`config.mk`:
```
export PLATFORM = sky130hd
export DESIGN_NAME = multicycle_control_flat
export DESIGN_NICKNAME = d
export VERILOG_FILES = /design/src/rtl/multicycle_control_pkg.sv /design/src/rtl/multicycle_control_if.sv /design/src/rtl/multicycle_control_timer.sv /design/src/rtl/multicycle_control.sv /design/src/flat_wrapper.sv
export SDC_FILE = /design/constraint.sdc
export NUM_CORES = 1
export LEC_CHECK = 0
export CORE_MARGIN = 2
export CORE_UTILIZATION = 40
export DETAILED_ROUTE_END_ITERATION = 12
export PLACE_DENSITY = 0.72
export REMOVE_ABC_BUFFERS = 1
export SYNTH_ARGS = -nofsm -noshare
export SYNTH_HDL_FRONTEND = slang
export SYNTH_SLANG_ARGS = --single-unit
export TNS_END_PERCENT = 50
```
`constraint.sdc`:
```
create_clock -name clk -period 3.5 [get_ports clk]
set_clock_uncertainty 0.2 [all_clocks]
set_input_delay 0.525 -clock clk [delete_from_list [all_inputs] [get_ports clk]]
set_output_delay 0.525 -clock clk [all_outputs]
set_load 0.02 [all_outputs]
```
`src/rtl/multicycle_control_pkg.sv`:
```
// Shared encodings for the multi-cycle MIPS controller.
// The stateCtrl function maps each state to its Moore control word.
package mips_ctrl_pkg;

  // JUMP keeps code 10; ADDIWB takes the next free code, 11.
  typedef enum logic [3:0] {
    FETCH    = 4'd0,
    DECODE   = 4'd1,
    MEMADR   = 4'd2,
    MEMREAD  = 4'd3,
    MEMWB    = 4'd4,
    MEMWRITE = 4'd5,
    EXECUTE  = 4'd6,
    ALUWB    = 4'd7,
    BRANCH   = 4'd8,
    ADDIEX   = 4'd9,
    JUMP     = 4'd10,
    ADDIWB   = 4'd11
  } state_t;

  localparam logic [5:0] OP_RTYPE = 6'b000000;
  localparam logic [5:0] OP_LW    = 6'b100011;
  localparam logic [5:0] OP_SW    = 6'b101011;
  localparam logic [5:0] OP_BEQ   = 6'b000100;
  localparam logic [5:0] OP_BNE   = 6'b000101;
  localparam logic [5:0] OP_ADDI  = 6'b001000;
  localparam logic [5:0] OP_J     = 6'b000010;

  localparam logic [1:0] ALUOP_ADD   = 2'b00;
  localparam logic [1:0] ALUOP_SUB   = 2'b01;
  localparam logic [1:0] ALUOP_FUNCT = 2'b10;

  localparam logic [1:0] SRCB_REG   = 2'b00;
  localparam logic [1:0] SRCB_FOUR  = 2'b01;
  localparam logic [1:0] SRCB_IMM   = 2'b10;
  localparam logic [1:0] SRCB_IMMSH = 2'b11;

  localparam logic [1:0] PCSRC_ALU    = 2'b00;
  localparam logic [1:0] PCSRC_ALUOUT = 2'b01;
  localparam logic [1:0] PCSRC_JUMP   = 2'b10;

  typedef struct packed {
    logic       pcWrite;
    logic       branch;
    logic       branchNe;
    logic       iorD;
    logic       memRead;
    logic       memWrite;
    logic       memtoReg;
    logic       regDst;
    logic       regWrite;
    logic       aluSrcA;
    logic [1:0] aluSrcB;
    logic [1:0] aluOp;
    logic [1:0] pcSrc;
  } ctrl_t;

  function automatic ctrl_t stateCtrl(input state_t s, input logic [5:0] op);
    ctrl_t c;
    c = '0;
    case (s)
      FETCH:    begin c.memRead = 1'b1; c.aluSrcB = SRCB_FOUR; end
      DECODE:   c.aluSrcB = SRCB_IMMSH;
      MEMADR:   begin c.aluSrcA = 1'b1; c.aluSrcB = SRCB_IMM; c.aluOp = ALUOP_ADD; end
      MEMREAD:  begin c.memRead = 1'b1; c.iorD = 1'b1; end
      MEMWB:    begin c.memtoReg = 1'b1; c.regWrite = 1'b1; end
      MEMWRITE: begin c.memWrite = 1'b1; c.iorD = 1'b1; end
      EXECUTE:  begin c.aluSrcA = 1'b1; c.aluSrcB = SRCB_REG; c.aluOp = ALUOP_FUNCT; end
      ALUWB:    begin c.regDst = 1'b1; c.regWrite = 1'b1; end
      BRANCH: begin
        c.aluSrcA  = 1'b1;
        c.aluOp    = ALUOP_SUB;
        c.pcSrc    = PCSRC_ALUOUT;
        c.branch   = (op == OP_BEQ);
        c.branchNe = (op == OP_BNE);
      end
      ADDIEX:   begin c.aluSrcA = 1'b1; c.aluSrcB = SRCB_IMM; end
      ADDIWB:   c.regWrite = 1'b1;
      JUMP:     begin c.pcSrc = PCSRC_JUMP; c.pcWrite = 1'b1; end
      default:  c = '0;
    endcase
    return c;
  endfunction

endpackage

```
`src/rtl/multicycle_control_if.sv`:
```
// Controller <-> datapath bundle: opcode and memory handshake in, control word out.
interface multicycle_control_if #(parameter int STATE_W = 4);
  logic [5:0]         Op;
  logic               MemReady;
  logic               PCWrite;
  logic               Branch;
  logic               BranchNe;
  logic               IorD;
  logic               MemRead;
  logic               MemWrite;
  logic               IRWrite;
  logic               MemtoReg;
  logic               RegDst;
  logic               RegWrite;
  logic               ALUSrcA;
  logic [1:0]         ALUSrcB;
  logic [1:0]         ALUOp;
  logic [1:0]         PCSrc;
  logic               IllegalOp;
  logic               MemError;
  logic [STATE_W-1:0] State;

  modport master (
    input  Op, MemReady,
    output PCWrite, Branch, BranchNe, IorD, MemRead, MemWrite, IRWrite,
           MemtoReg, RegDst, RegWrite, ALUSrcA, ALUSrcB, ALUOp, PCSrc,
           IllegalOp, MemError, State
  );

  modport slave (
    output Op, MemReady,
    input  PCWrite, Branch, BranchNe, IorD, MemRead, MemWrite, IRWrite,
           MemtoReg, RegDst, RegWrite, ALUSrcA, ALUSrcB, ALUOp, PCSrc,
           IllegalOp, MemError, State
  );
endinterface

```
`src/rtl/multicycle_control_timer.sv`:
```
// Counts MemReady-low cycles in a memory wait state and flags the timeout cycle.
module mem_wait_timer #(
  parameter int MEM_TIMEOUT = 16
) (
  input  logic clk,
  input  logic clr,
  input  logic inc,
  input  logic MemReady,
  output logic expired
);

  localparam int CNT_W = (MEM_TIMEOUT > 2) ? $clog2(MEM_TIMEOUT) : 1;
  localparam logic [CNT_W-1:0] LIMIT = CNT_W'((MEM_TIMEOUT > 0) ? MEM_TIMEOUT - 1 : 0);

  logic [CNT_W-1:0] r_count;

  always_ff @(posedge clk) begin
    if (clr) begin
      r_count <= '0;
    end else if (inc && !MemReady) begin
      r_count <= r_count + CNT_W'(1);
    end
  end

  // A ready in the limit cycle wins, so the !MemReady term is part of the compare.
  assign expired = (MEM_TIMEOUT > 0) && inc && !MemReady && (r_count == LIMIT);

endmodule

```
`src/rtl/multicycle_control.sv`:
```
// Moore FSM sequencing fetch/decode/execute/memory/writeback for a multi-cycle MIPS datapath.
module multicycle_control
  import mips_ctrl_pkg::*;
#(
  parameter bit SUPPORT_BNE = 1'b1,
  parameter int MEM_TIMEOUT = 16,
  parameter int STATE_W     = 4
) (
  input  logic                 clk,
  input  logic                 reset,
  multicycle_control_if.master bus
);

  state_t r_state;
  ctrl_t  r_ctrl;
  state_t w_nextState;
  state_t w_decodeTarget;
  ctrl_t  w_ctrl;
  logic   w_opLegal;
  logic   w_inWait;
  logic   w_expired;
  logic   w_clr;
  logic   w_fetchDone;
  logic   w_stateKnown;

  always_comb begin
    w_decodeTarget = FETCH;
    w_opLegal      = 1'b1;
    case (bus.Op)
      OP_LW, OP_SW: w_decodeTarget = MEMADR;
      OP_RTYPE:     w_decodeTarget = EXECUTE;
      OP_BEQ:       w_decodeTarget = BRANCH;
      OP_BNE: begin
        if (SUPPORT_BNE) w_decodeTarget = BRANCH;
        else             w_opLegal      = 1'b0;
      end
      OP_ADDI:      w_decodeTarget = ADDIEX;
      OP_J:         w_decodeTarget = JUMP;
      default:      w_opLegal      = 1'b0;
    endcase
  end

  assign w_inWait = (r_state == FETCH) || (r_state == MEMREAD) || (r_state == MEMWRITE);

  always_comb begin
    w_nextState = FETCH;
    case (r_state)
      FETCH:    w_nextState = bus.MemReady ? DECODE : FETCH;
      DECODE:   w_nextState = w_decodeTarget;
      MEMADR:   w_nextState = (bus.Op == OP_SW) ? MEMWRITE : MEMREAD;
      MEMREAD:  w_nextState = bus.MemReady ? MEMWB : MEMREAD;
      MEMWB:    w_nextState = FETCH;
      MEMWRITE: w_nextState = bus.MemReady ? FETCH : MEMWRITE;
      EXECUTE:  w_nextState = ALUWB;
      ALUWB:    w_nextState = FETCH;
      BRANCH:   w_nextState = FETCH;
      ADDIEX:   w_nextState = ADDIWB;
      ADDIWB:   w_nextState = FETCH;
      JUMP:     w_nextState = FETCH;
      default:  w_nextState = FETCH;
    endcase
    if (w_expired) w_nextState = FETCH;
  end

  // Any state change clears the counter; a FETCH timeout re-enters FETCH, so clear on that too.
  assign w_clr = reset || w_expired || (w_nextState != r_state);

  mem_wait_timer #(
    .MEM_TIMEOUT(MEM_TIMEOUT)
  ) u_timer (
    .clk     (clk),
    .clr     (w_clr),
    .inc     (w_inWait),
    .MemReady(bus.MemReady),
    .expired (w_expired)
  );

  always_ff @(posedge clk) begin
    if (reset) begin
      r_state <= FETCH;
      r_ctrl  <= stateCtrl(FETCH, bus.Op);
    end else begin
      r_state <= w_nextState;
      r_ctrl  <= stateCtrl(w_nextState, bus.Op);
    end
  end

  // ADDIWB is the highest code in use; anything above is a corrupted state.
  assign w_stateKnown = (r_state <= ADDIWB);
  assign w_ctrl       = w_stateKnown ? r_ctrl : '0;
  assign w_fetchDone  = (r_state == FETCH) && bus.MemReady;

  assign bus.PCWrite   = w_ctrl.pcWrite | w_fetchDone;
  assign bus.IRWrite   = w_fetchDone;
  assign bus.Branch    = w_ctrl.branch;
  assign bus.BranchNe  = w_ctrl.branchNe;
  assign bus.IorD      = w_ctrl.iorD;
  assign bus.MemRead   = w_ctrl.memRead;
  assign bus.MemWrite  = w_ctrl.memWrite;
  assign bus.MemtoReg  = w_ctrl.memtoReg;
  assign bus.RegDst    = w_ctrl.regDst;
  assign bus.RegWrite  = w_ctrl.regWrite;
  assign bus.ALUSrcA   = w_ctrl.aluSrcA;
  assign bus.ALUSrcB   = w_ctrl.aluSrcB;
  assign bus.ALUOp     = w_ctrl.aluOp;
  assign bus.PCSrc     = w_ctrl.pcSrc;
  assign bus.IllegalOp = (r_state == DECODE) && !w_opLegal;
  assign bus.MemError  = w_expired;
  assign bus.State     = STATE_W'(r_state);

endmodule
```
`src/flat_wrapper.sv`:
```
// flat-port wrapper written by rule: the top's interface ports become plain ports
module multicycle_control_flat import mips_ctrl_pkg::*;
#(
  parameter bit SUPPORT_BNE = 1'b1,
  parameter int MEM_TIMEOUT = 16,
  parameter int STATE_W     = 4
)
  (clk, reset, bus_Op, bus_MemReady, bus_PCWrite, bus_Branch, bus_BranchNe, bus_IorD, bus_MemRead, bus_MemWrite, bus_IRWrite, bus_MemtoReg, bus_RegDst, bus_RegWrite, bus_ALUSrcA, bus_ALUSrcB, bus_ALUOp, bus_PCSrc, bus_IllegalOp, bus_MemError, bus_State);
  multicycle_control_if #(.STATE_W(STATE_W)) bus_i ();
  input  logic clk;
  input  logic reset;
  input wire logic [$bits(bus_i.Op)-1:0] bus_Op;
  input wire logic [$bits(bus_i.MemReady)-1:0] bus_MemReady;
  output wire logic [$bits(bus_i.PCWrite)-1:0] bus_PCWrite;
  output wire logic [$bits(bus_i.Branch)-1:0] bus_Branch;
  output wire logic [$bits(bus_i.BranchNe)-1:0] bus_BranchNe;
  output wire logic [$bits(bus_i.IorD)-1:0] bus_IorD;
  output wire logic [$bits(bus_i.MemRead)-1:0] bus_MemRead;
  output wire logic [$bits(bus_i.MemWrite)-1:0] bus_MemWrite;
  output wire logic [$bits(bus_i.IRWrite)-1:0] bus_IRWrite;
  output wire logic [$bits(bus_i.MemtoReg)-1:0] bus_MemtoReg;
  output wire logic [$bits(bus_i.RegDst)-1:0] bus_RegDst;
  output wire logic [$bits(bus_i.RegWrite)-1:0] bus_RegWrite;
  output wire logic [$bits(bus_i.ALUSrcA)-1:0] bus_ALUSrcA;
  output wire logic [$bits(bus_i.ALUSrcB)-1:0] bus_ALUSrcB;
  output wire logic [$bits(bus_i.ALUOp)-1:0] bus_ALUOp;
  output wire logic [$bits(bus_i.PCSrc)-1:0] bus_PCSrc;
  output wire logic [$bits(bus_i.IllegalOp)-1:0] bus_IllegalOp;
  output wire logic [$bits(bus_i.MemError)-1:0] bus_MemError;
  output wire logic [$bits(bus_i.State)-1:0] bus_State;
  assign bus_i.Op = bus_Op;
  assign bus_i.MemReady = bus_MemReady;
  assign bus_PCWrite = bus_i.PCWrite;
  assign bus_Branch = bus_i.Branch;
  assign bus_BranchNe = bus_i.BranchNe;
  assign bus_IorD = bus_i.IorD;
  assign bus_MemRead = bus_i.MemRead;
  assign bus_MemWrite = bus_i.MemWrite;
  assign bus_IRWrite = bus_i.IRWrite;
  assign bus_MemtoReg = bus_i.MemtoReg;
  assign bus_RegDst = bus_i.RegDst;
  assign bus_RegWrite = bus_i.RegWrite;
  assign bus_ALUSrcA = bus_i.ALUSrcA;
  assign bus_ALUSrcB = bus_i.ALUSrcB;
  assign bus_ALUOp = bus_i.ALUOp;
  assign bus_PCSrc = bus_i.PCSrc;
  assign bus_IllegalOp = bus_i.IllegalOp;
  assign bus_MemError = bus_i.MemError;
  assign bus_State = bus_i.State;
  multicycle_control #(.SUPPORT_BNE(SUPPORT_BNE), .MEM_TIMEOUT(MEM_TIMEOUT), .STATE_W(STATE_W)) u_core (.clk(clk), .reset(reset), .bus(bus_i));
endmodule
```
== Word-level counts from Yosys, hierarchy flattened ==
Index checks and enable logic that the tools add are counted.

* Bits in registers: 24
* Latch bits: 0
* RAM bits: 0
* ROM bits: 0
* Bits of input ports: 9
* Output and inout bits: 23
* Logic and storage cells: 86
* Memories: 0

* $add $sub $neg: 1
* Multipliers: 0
* Divide/modulo/power cells: 0
* Order comparisons: 1
* Eq/ne operators: 25
* Shift-type cells: 0
* Muxes and demuxes: 20
* Bitwise operators: 2
* Reduce and logical (&&, ||, !) cells: 22

{| class="wikitable"
|+ Operators with widths
! kind !! number
|-
| $pmux W4 S7 || 1
|-
| $eq A4 B3 Y1 const B || 6
|-
| $eq A4 B4 Y1 const B || 6
|-
| $pmux W4 S5 || 1
|-
| $eq A4 B2 Y1 const B || 4
|-
| $mux W16 || 1
|-
| $eq A6 B3 Y1 const B || 2
|-
| $eq A6 B6 Y1 const B || 2
|-
| $reduce_or A2 Y1 || 6
|-
| $mux W1 || 10
|-
| $mux W3 || 3
|-
| $eq A4 B1 Y1 const B || 2
|-
| $logic_not A4 Y1 || 2
|-
| $pmux W2 S2 || 2
|-
| $reduce_or A7 Y1 || 1
|-
| $eq A6 B2 Y1 const B || 1
|-
| $eq A6 B4 Y1 const B || 1
|-
| $logic_not A6 Y1 || 1
|-
| $pmux W2 S3 || 1
|-
| $add A4 B1 Y4 const B || 1
|-
| $le A4 B4 Y1 const B || 1
|-
| $logic_and A1 B1 Y1 || 4
|-
| $logic_or A1 B1 Y1 || 4
|-
| $mux W4 || 1
|-
| other kinds (6) || 7
|}

== Depth between registers and ports, before layout ==
Gate-level depths: netlist of run 1.

* Word-level depth: 9
* Depth in mapped cells: 7
* Depth with buffers taken out: 5

== By module ==
Synthesis of run 1 repeated with hierarchy kept, for this count alone.

* Cell total of the unflattened synthesis: 158
* Area, all modules: 1346.3 µm²

{| class="wikitable"
|+ By module, submodules not included
! module !! instances !! cells each !! area an instance (µm²) !! sequential area each (µm²)
|-
| multicycle_control || 1 || 140 || 1156.1 || 360.3
|-
| mem_wait_timer || 1 || 18 || 190.2 || 80.1
|}

== Least setup slack after synthesis of run 1 ==
No wires, ideal clock.

* Kind: input to register
* Start: input bus_Op[5]
* End: register u_core.r_ctrl[12] (netlist bit)
* Setup time: 0.079 ns
* Arrival: 2.143 ns
* Required time: 3.221 ns
* Path slack: 1.077 ns
* Cell stages on the path: 6
* Buffers on the path: 1
* Cells stage by stage: and3_4 > o211a_4 > or4_4 > buf_6 > or3_4 > a211oi_2

* Longest elaborated chain between the ends: 8
* Elaborated cells on any way between the ends: 17
* Those cells by class: eq/ne: 8; mux: 5; reduce/logical: 4

{| class="wikitable"
|+ Ends and longest elaborated chain
! element !! RTL line !! source
|-
| start: declaration || flat_wrapper.sv:12 || <nowiki>input wire logic [$bits(bus_i.Op)-1:0] bus_Op;</nowiki>
|-
| $eq A6 B3 Y1, or another cell as far along || multicycle_control.sv:29 || <nowiki>case (bus.Op)</nowiki>
|-
| $reduce_or A2 Y1 (no line) || n/a ||
|-
| $pmux W4 S5 || multicycle_control.sv:29 ||
|-
| $pmux W4 S7 (*) || multicycle_control.sv:47 || <nowiki>case (r_state)</nowiki>
|-
| $mux W4 (*) || multicycle_control.sv:62 || <nowiki>if (w_expired) w_nextState = FETCH;</nowiki>
|-
| $eq A4 B2 Y1 or $eq A4 B3 Y1 (tied branches) || multicycle_control_pkg.sv:61 || <nowiki>case (s)</nowiki>
|-
| $reduce_or A2 Y1 (no line) (*) || n/a ||
|-
| $mux W1 (*) || multicycle_control_pkg.sv:61 ||
|-
| end signal: assignment || multicycle_control.sv:81 || <nowiki>r_ctrl <= stateCtrl(FETCH, bus.Op);</nowiki>
|-
| end signal: assignment || multicycle_control.sv:84 || <nowiki>r_ctrl <= stateCtrl(w_nextState, bus.Op);</nowiki>
|-
| end: declaration || multicycle_control.sv:15 || <nowiki>ctrl_t r_ctrl;</nowiki>
|}

Mark *: on every way between the ends. The rest lies on a longest branch, timed or not.
A chain may end at the register's enable or synchronous reset.

== Worst setup path in the final report of run 1 ==
* Start: register u_core.r_state[0], in the netlist u_core.bus.State[0]
* End: output bus_MemError

* Longest elaborated chain between the ends: 5
* Elaborated cells on any way between the ends: 7
* Those cells by class: eq/ne: 2; reduce/logical: 5

{| class="wikitable"
|+ Ends and longest elaborated chain
! element !! RTL line !! source
|-
| start: declaration || multicycle_control.sv:14 || <nowiki>state_t r_state;</nowiki>
|-
| start signal: assignment || multicycle_control.sv:83 || <nowiki>r_state <= w_nextState;</nowiki>
|-
| $eq A4 B2 Y1 or $logic_not A4 Y1 (tied branches) || multicycle_control.sv:43 || <nowiki>assign w_inWait = (r_state == FETCH) || (r_state == MEMREAD) || (r_state == MEMWRITE);</nowiki>
|-
| $logic_or A1 B1 Y1 || multicycle_control.sv:43 ||
|-
| $logic_or A1 B1 Y1 (*) || multicycle_control.sv:43 ||
|-
| $logic_and A1 B1 Y1 (*) (2 in a row) || multicycle_control_timer.sv:26 || <nowiki>assign expired = (MEM_TIMEOUT > 0) && inc && !MemReady && (r_count == LIMIT);</nowiki>
|-
| end: declaration || flat_wrapper.sv:29 || <nowiki>output wire logic [$bits(bus_i.MemError)-1:0] bus_MemError;</nowiki>
|}

Marks and branches as above.

==> results.md, run 1 <==
- EDFF count, synth: 0
- Largest family of logic cells by synthesized area: simple AND/OR/NAND/NOR gates
- Port Buffers: 31
- Worst slew margin: 54.6%
- Chip height: 64.0 um
- Final setup TNS: 0 ns
- Flop2flop setup slack: 0.88 ns
- WL final: 3310 um
- Clk root buf: clkbuf_4
- Crit path max fanout: 17
- Status: finished clean
- Synth area leader: dfxtp_1
- Detailed placement HPWL: 2540 um
- Critical path arrival: 2.37 ns
- Peak supply drop: 0.182 mV
- Asr flop ratio synth: 0%
- Critical path, cell by cell: nand2b_1, mux2i_2, and3_1, clkdlybuf4s50_1
- Post-route ant nets: 0
- Post-synthesis mux area share: 1.65%
- DRT Pass-1 Iters: 4
- Critical Path Source: u_core.bus.State[0]
- Synth Cell Area: 1440 sq um
- Post-DP Area: 1750 sq um
- TritonCTS buffer count: 3
- Leak: 0.647 nW
- CP endpoint kind: primary output
- Seq/Total Area, Yosys: 32.0%
- Area growth, synth to finish: 23.8%
- Yosys synthesis warning count: 0
- MaxCap Viol Count: 0
- DIE AREA: 4090 sq um
- Worst setup path class: reg -> out
- Crit start category: flop
- Post-Syn Area per Cell: 9.04 sq um
- Initial Utilization: 42.4%
- Routability Congestion: 0.839
- DRC: 0
- Slowest stage cell, crit path: dfxtp_1
- Overflow after GRT: 0
- CTS H-tree depth: 1
- Largest cells by area after synthesis: dfxtp_1, and2_1, nor2_1, a2111oi_0, xor2_1
- R2R Path Start: u_core.bus.State[0]
- Fin. max-slew vios: 0
- Reg2reg end: u_core.u_timer.r_count[2]
- CTS Sinks: 23
- Hold/Removal Path Class: reg -> reg
- Setup repair after global routing missed its margin: no
- Layout Nets: 197
- Synth Area in XOR/XNOR: 2.44%
- Vias: 1,271
- CTS tree: done
- Most frequent cells after synthesis: dfxtp_1, and2_1, nor2_1
- Final setup fails: 0
- Synth unique cells: 57
- Crit path capture: bus_MemError
- PwrDens: 272 nW/um^2
- Finished Core Util: 52.5%
- Routed WL per cell: 14.3 um
- Worst Reg-to-Reg Cells: 5
- Count leader, synth: dfxtp_1
- Post-CTS Resized: 0
- GRT Overall Usage: 17.5%
- Min cycle time layout: 3.10 ns
- Die span in x: 64.0 um
- Clk Latency, worst-skew pair: 0.30 ns
- Hold slack: 0.397 ns
- Post-Layout Inst Area: 1780 sq um
- FP Rows: 21
- WP data required: 2.77 ns
- Via/cell ratio: 5.48
- Final Power: 0.485 mW
- Hold Path Cell Cnt: 2
- Clock transition at path regs: 0.12 ns
- Vias in the first global route: 1,277
- First-pass GRT wire length: 5840 um
- Core area: 3390 sq um
- Cts hold-fix bufs: 0
- Synth Area in Adders: 0.870%
- Fin. Hold Viols: 0
- Worst-margin pin slew: 0.679 ns
- # IOs: 32
- Compound-Gate Fraction of Synth Area: 21.4%
- Simple-gate share of the synthesized area: 36.4%
- Post-Synthesis Cells: 159
- Final Cycle Share: 88.5%
- Post-synth top area share: 32.0%
- Largest net degree at the start of global routing: 18
- Initial antenna violation count: 0
- Yosys reg bits: 23
- Diode count: 0
- Synth Flop Type: dfxtp_1
- Number of DRC markers in iteration 0: 42
- Setup bufs post-CTS: 0
- CTS Buffer Depth: 2
- F_max: 323 MHz
- Layout cells sized above 1: 15.1%
- Worst path max stage delay: 0.66 ns
-- critical path, delay by kind of cell (launching register included) --
family | cells | cell delay (ns)
DFF | 1 | 0.66
buffers and inverters | 1 | 0.61
and+or+nand+nor | 2 | 0.45
muxes | 1 | 0.34
-- metrics by stage --
stage	setup slack, ns	cells
finish	0.404	232
global placement	0.501	228
global route	0.234	232
CTS	0.391	232
floorplan	1.13	149
detailed placement	0.454	228
-- how the worst min path moves through the flow --
stage / from / endpoint
after floorplan: u_core.u_timer.r_count[1] / u_core.u_timer.r_count[1]
after CTS: u_core.u_timer.r_count[3] / u_core.u_timer.r_count[3]
final: u_core.u_timer.r_count[3] / u_core.u_timer.r_count[3]
after global routing: u_core.u_timer.r_count[1] / u_core.u_timer.r_count[1]
after detailed placement: u_core.u_timer.r_count[3] / u_core.u_timer.r_count[3]
after global placement: u_core.u_timer.r_count[1] / u_core.u_timer.r_count[1]
-- state kept, by name (all words and copies together), names as in the netlist --
signal / flops
u_core.r_ctrl: 15
u_core.bus.State: 4
u_core.u_timer.r_count: 4
-- power by group --
part	switching, mW	leakage, nW	internal, mW
Sequential	0.00602	0.186	0.267
Combinational	0.0486	0.443	0.0415
Clock	0.0794	0.0177	0.0426
-- cells in the final DEF (no fill, tap or decap), types with 2 or more instances in the layout --
cell / instances
or2b_1: 3
nand3_1: 4
o21ai_0: 4
xor2_1: 4
nor3_1: 5
o211ai_1: 2
or2_2: 2
dfxtp_1: 23
clkbuf_4: 3
or3b_2: 2
and2_1: 17
clkdlybuf4s50_1: 31
nor3b_1: 3
a2111oi_0: 5
a21oi_1: 5
and3_1: 3
o31a_1: 2
nand3b_1: 2
nor2_1: 14
nor2b_1: 2
buf_4: 2
nand4_1: 2
inv_1: 2
a31o_2: 2
a221oi_1: 2
nand2_1: 6
and2_2: 2
nor4b_1: 3
-- cell families after synthesis --
kind of cell             Yosys count
AO/OA/AOI/OAI                     35
XOR/XNOR                           4
adder cells (fa/ha/maj)            1
buffers and inverters             12
flip-flops                        23
multiplexers                       2
AND/OR/NAND/NOR                   82
-- layer usage --
layer  GRT usage, %  share of wire, %  up-vias
met3           3.17               3.9        2
met2           31.5                50       24
met4           2.45              0.39        0
met1           22.1                45      604
met5              0                 0        -
li1               -                 -      641
-- cell type report --
class / count / area [sq um]
multi-input cells: 124 / 902
clock buffers: 3 / 22.5
inverters: 2 / 7.51
clock inverters: 1 / 5.00
well taps: 46 / 57.6
repair buffers: 33 / 325
fillers: 318 / 1610
flip-flops and latches: 23 / 460
Power figures use the tool's default switching activity.
==> run 2: changes to the inputs <==
- ABC_CLOCK_PERIOD_IN_PS: default -> 3500
==> results of run 2 <==
The final DEF is identical to that of run 1; final timing and power are the same.
==> run 3: changes to the inputs <==
- ABC_CLOCK_PERIOD_IN_PS: 3500 -> 2800
- PLACE_DENSITY: 0.72 -> 0.74
- clock period: 3.5 -> 2.8 ns (I/O delays scaled with it)
==> run 3 against run 2 <==
  * Register-to-register slack got worse by 0.52 ns
  * Die area did not move
  * Combinational power rose by 49%
  * Critical path depth rose by 1
  * Total power rose by 28%
  * Hold slack improved by 0.015 ns
  * Via count rose by 6.8%
  * Worst setup slack got worse by 0.34 ns
  * Non-clock buffer count rose by 14
  * Sequential power rose by 25%
  * Critical path type is now in -> out
  * Critical endpoint is now bus_PCWrite
  * Highest routed layer unchanged
==> results.md, run 3 (synthesis gave the netlist of run 1 again) <==
- Clk Latency, worst-skew pair: 0.30 ns
- Detailed placement HPWL: 2720 um
- Leak: 0.743 nW
- Commonest non-fill, non-tap cell in the layout: clkdlybuf4s50_1
- Worst setup path class: in -> out
- Non-filler cells, final: 246
- WP buf/inv: 3
- Core area: 3390 sq um
- First-pass GRT wire length: 6270 um
- Layout cells sized above 1: 22.0%
- Via/cell ratio: 5.52
- Final Power: 0.619 mW
- Critical path arrival: 2.12 ns
- Setup repair after global routing missed its margin: no
- Most Frequent Cell on Critical Path: clkdlybuf4s50_1
- Final Cycle Share: 97.7%
- Most used routing layer: met2
- Fill count: 297
- CTS tree: done
- Chip height: 64.0 um
- Worst path max stage delay: 0.53 ns
- Fin. Hold Viols: 0
- CTS Buffer Depth: 2
- Post-route ant nets: 0
- Max reg flops: 15
- M1 GR Usage: 23.6%
- WP data required: 2.18 ns
- Layout Nets: 211
- Diode count: 0
- FP Rows: 21
- GRT met2 Usage: 34.1%
- Worst slew margin: 67.8%
- GRT Overall Usage: 18.8%
- Setup bufs post-CTS: 0
- DIE AREA: 4090 sq um
- Number of DRC markers in iteration 0: 49
- Peak supply drop: 0.283 mV
- Met3 global-route usage: 2.99%
- Initial Utilization: 42.4%
- CP endpoint kind: primary output
- Placed Cells: 242
- Crit path max fanout: 7
- DRT Pass-1 Iters: 4
- CTS Sinks: 23
- Largest net degree at the start of global routing: 18
- Routed WL per cell: 14.5 um
- Clk root buf: clkbuf_4
- Hold/Removal Path Class: reg -> reg
- Slowest stage cell, crit path: clkdlybuf4s50_1
- Vias: 1,357
- Final setup fails: 0
- DRC: 0
- Delay-heaviest family, CP: buffers and inverters
- Critical path, cell by cell: clkdlybuf4s50_1, buf_4, and3_1, or2_2, clkdlybuf4s50_1
- Port Buffers: 31
- Fin. max-slew vios: 0
- Clock transition at path regs: 0.11 ns
- Vias in the first global route: 1,343
- Routability Congestion: 0.845
- MaxCap Viol Count: 0
- Area growth, synth to finish: 32.9%
- Status: finished clean
- Most frequent cells in the layout: clkdlybuf4s50_1, dfxtp_1, and2_1, buf_4, nor2_1
- F_max: 366 MHz
- TritonCTS buffer count: 3
- Cts hold-fix bufs: 0
- Crit start category: input port
- Die span in x: 64.0 um
- WL final: 3570 um
- Overflow after GRT: 0
- Worst-margin pin slew: 0.470 ns
- Initial antenna violation count: 0
- # IOs: 32
- Most flop-heavy register: u_core.r_ctrl
- PwrDens: 324 nW/um^2
- Min cycle time layout: 2.74 ns
- CTS H-tree depth: 1
run 3: changes by cell type in the layout (fill, tap and decap cells not counted), moves of 2 or more:
cell and change:
buf_4 +13, dfxtp_1 -3, dfxtp_2 +3, clkdlybuf4s50_1 -2
run 3: where the power goes:
| part | internal, mW | total, mW | switching, mW |
|---|---|---|---|
| clock | 0.0555 | 0.144 | 0.0887 |
| combinational | 0.0671 | 0.134 | 0.0668 |
| sequential | 0.333 | 0.341 | 0.00755 |
run 3: worst paths after layout:
check,cells past startpoint,endpoint,slack (ns),start
hold reg to reg,2,u_core.u_timer.r_count[1],0.41,u_core.u_timer.r_count[1]
setup reg to reg,6,u_core.u_timer.r_count[0],0.36,u_core.bus.State[1]
hold / removal,2,u_core.u_timer.r_count[1],0.41,u_core.u_timer.r_count[1]
setup / recovery,5,bus_PCWrite,0.06,bus_MemReady
run 3: final cells by class:
cell class                 instances  area (sq um)  share of cell area [%]
sequential                        23           464                    24.3
timing repair buffer              47           444                    23.2
clock buffer                       4          26.3                    1.38
inverter                           2          7.51                   0.393
multi-input combinational        124           911                    47.7
tap                               46          57.6                    3.01
run 3: worst register-to-register path: cells and delay by family (launching register included):
kind	cells	cell delay, ns
buf+inv	1	0.16
mux	1	0.11
simple gates	2	0.46
compound gates	2	0.86
flops	1	0.50
run 3: layer usage:
metal	routed length, um	part of all wire (%)
met5	0	0
met2	1810	51
met3	131	3.7
met1	1620	45
met4	13	0.36
run 3: metrics by stage:
step                instance area [sq um]  hold slack (ns)  utilization [%]  setup TNS [ns]  setup WS (ns)
floorplan                            1370            0.289                -               0          0.425
global placement                     1870            0.341             55.2               0         0.0494
detailed placement                   1870            0.366             55.2         -0.0740        -0.0672
CTS                                  1910            0.398             56.2               0        0.00740
global route                         1910            0.433             56.4               0        0.00915
finish                               1910            0.412             56.4               0         0.0648
run 3: repair_timing:
| item | in CTS | in global routing |
|---|---|---|
| endpoints found under the setup margin | 2 | 6 |
| resized for setup | 3 | 3 |
| endpoints found under the hold margin | 0 | 0 |
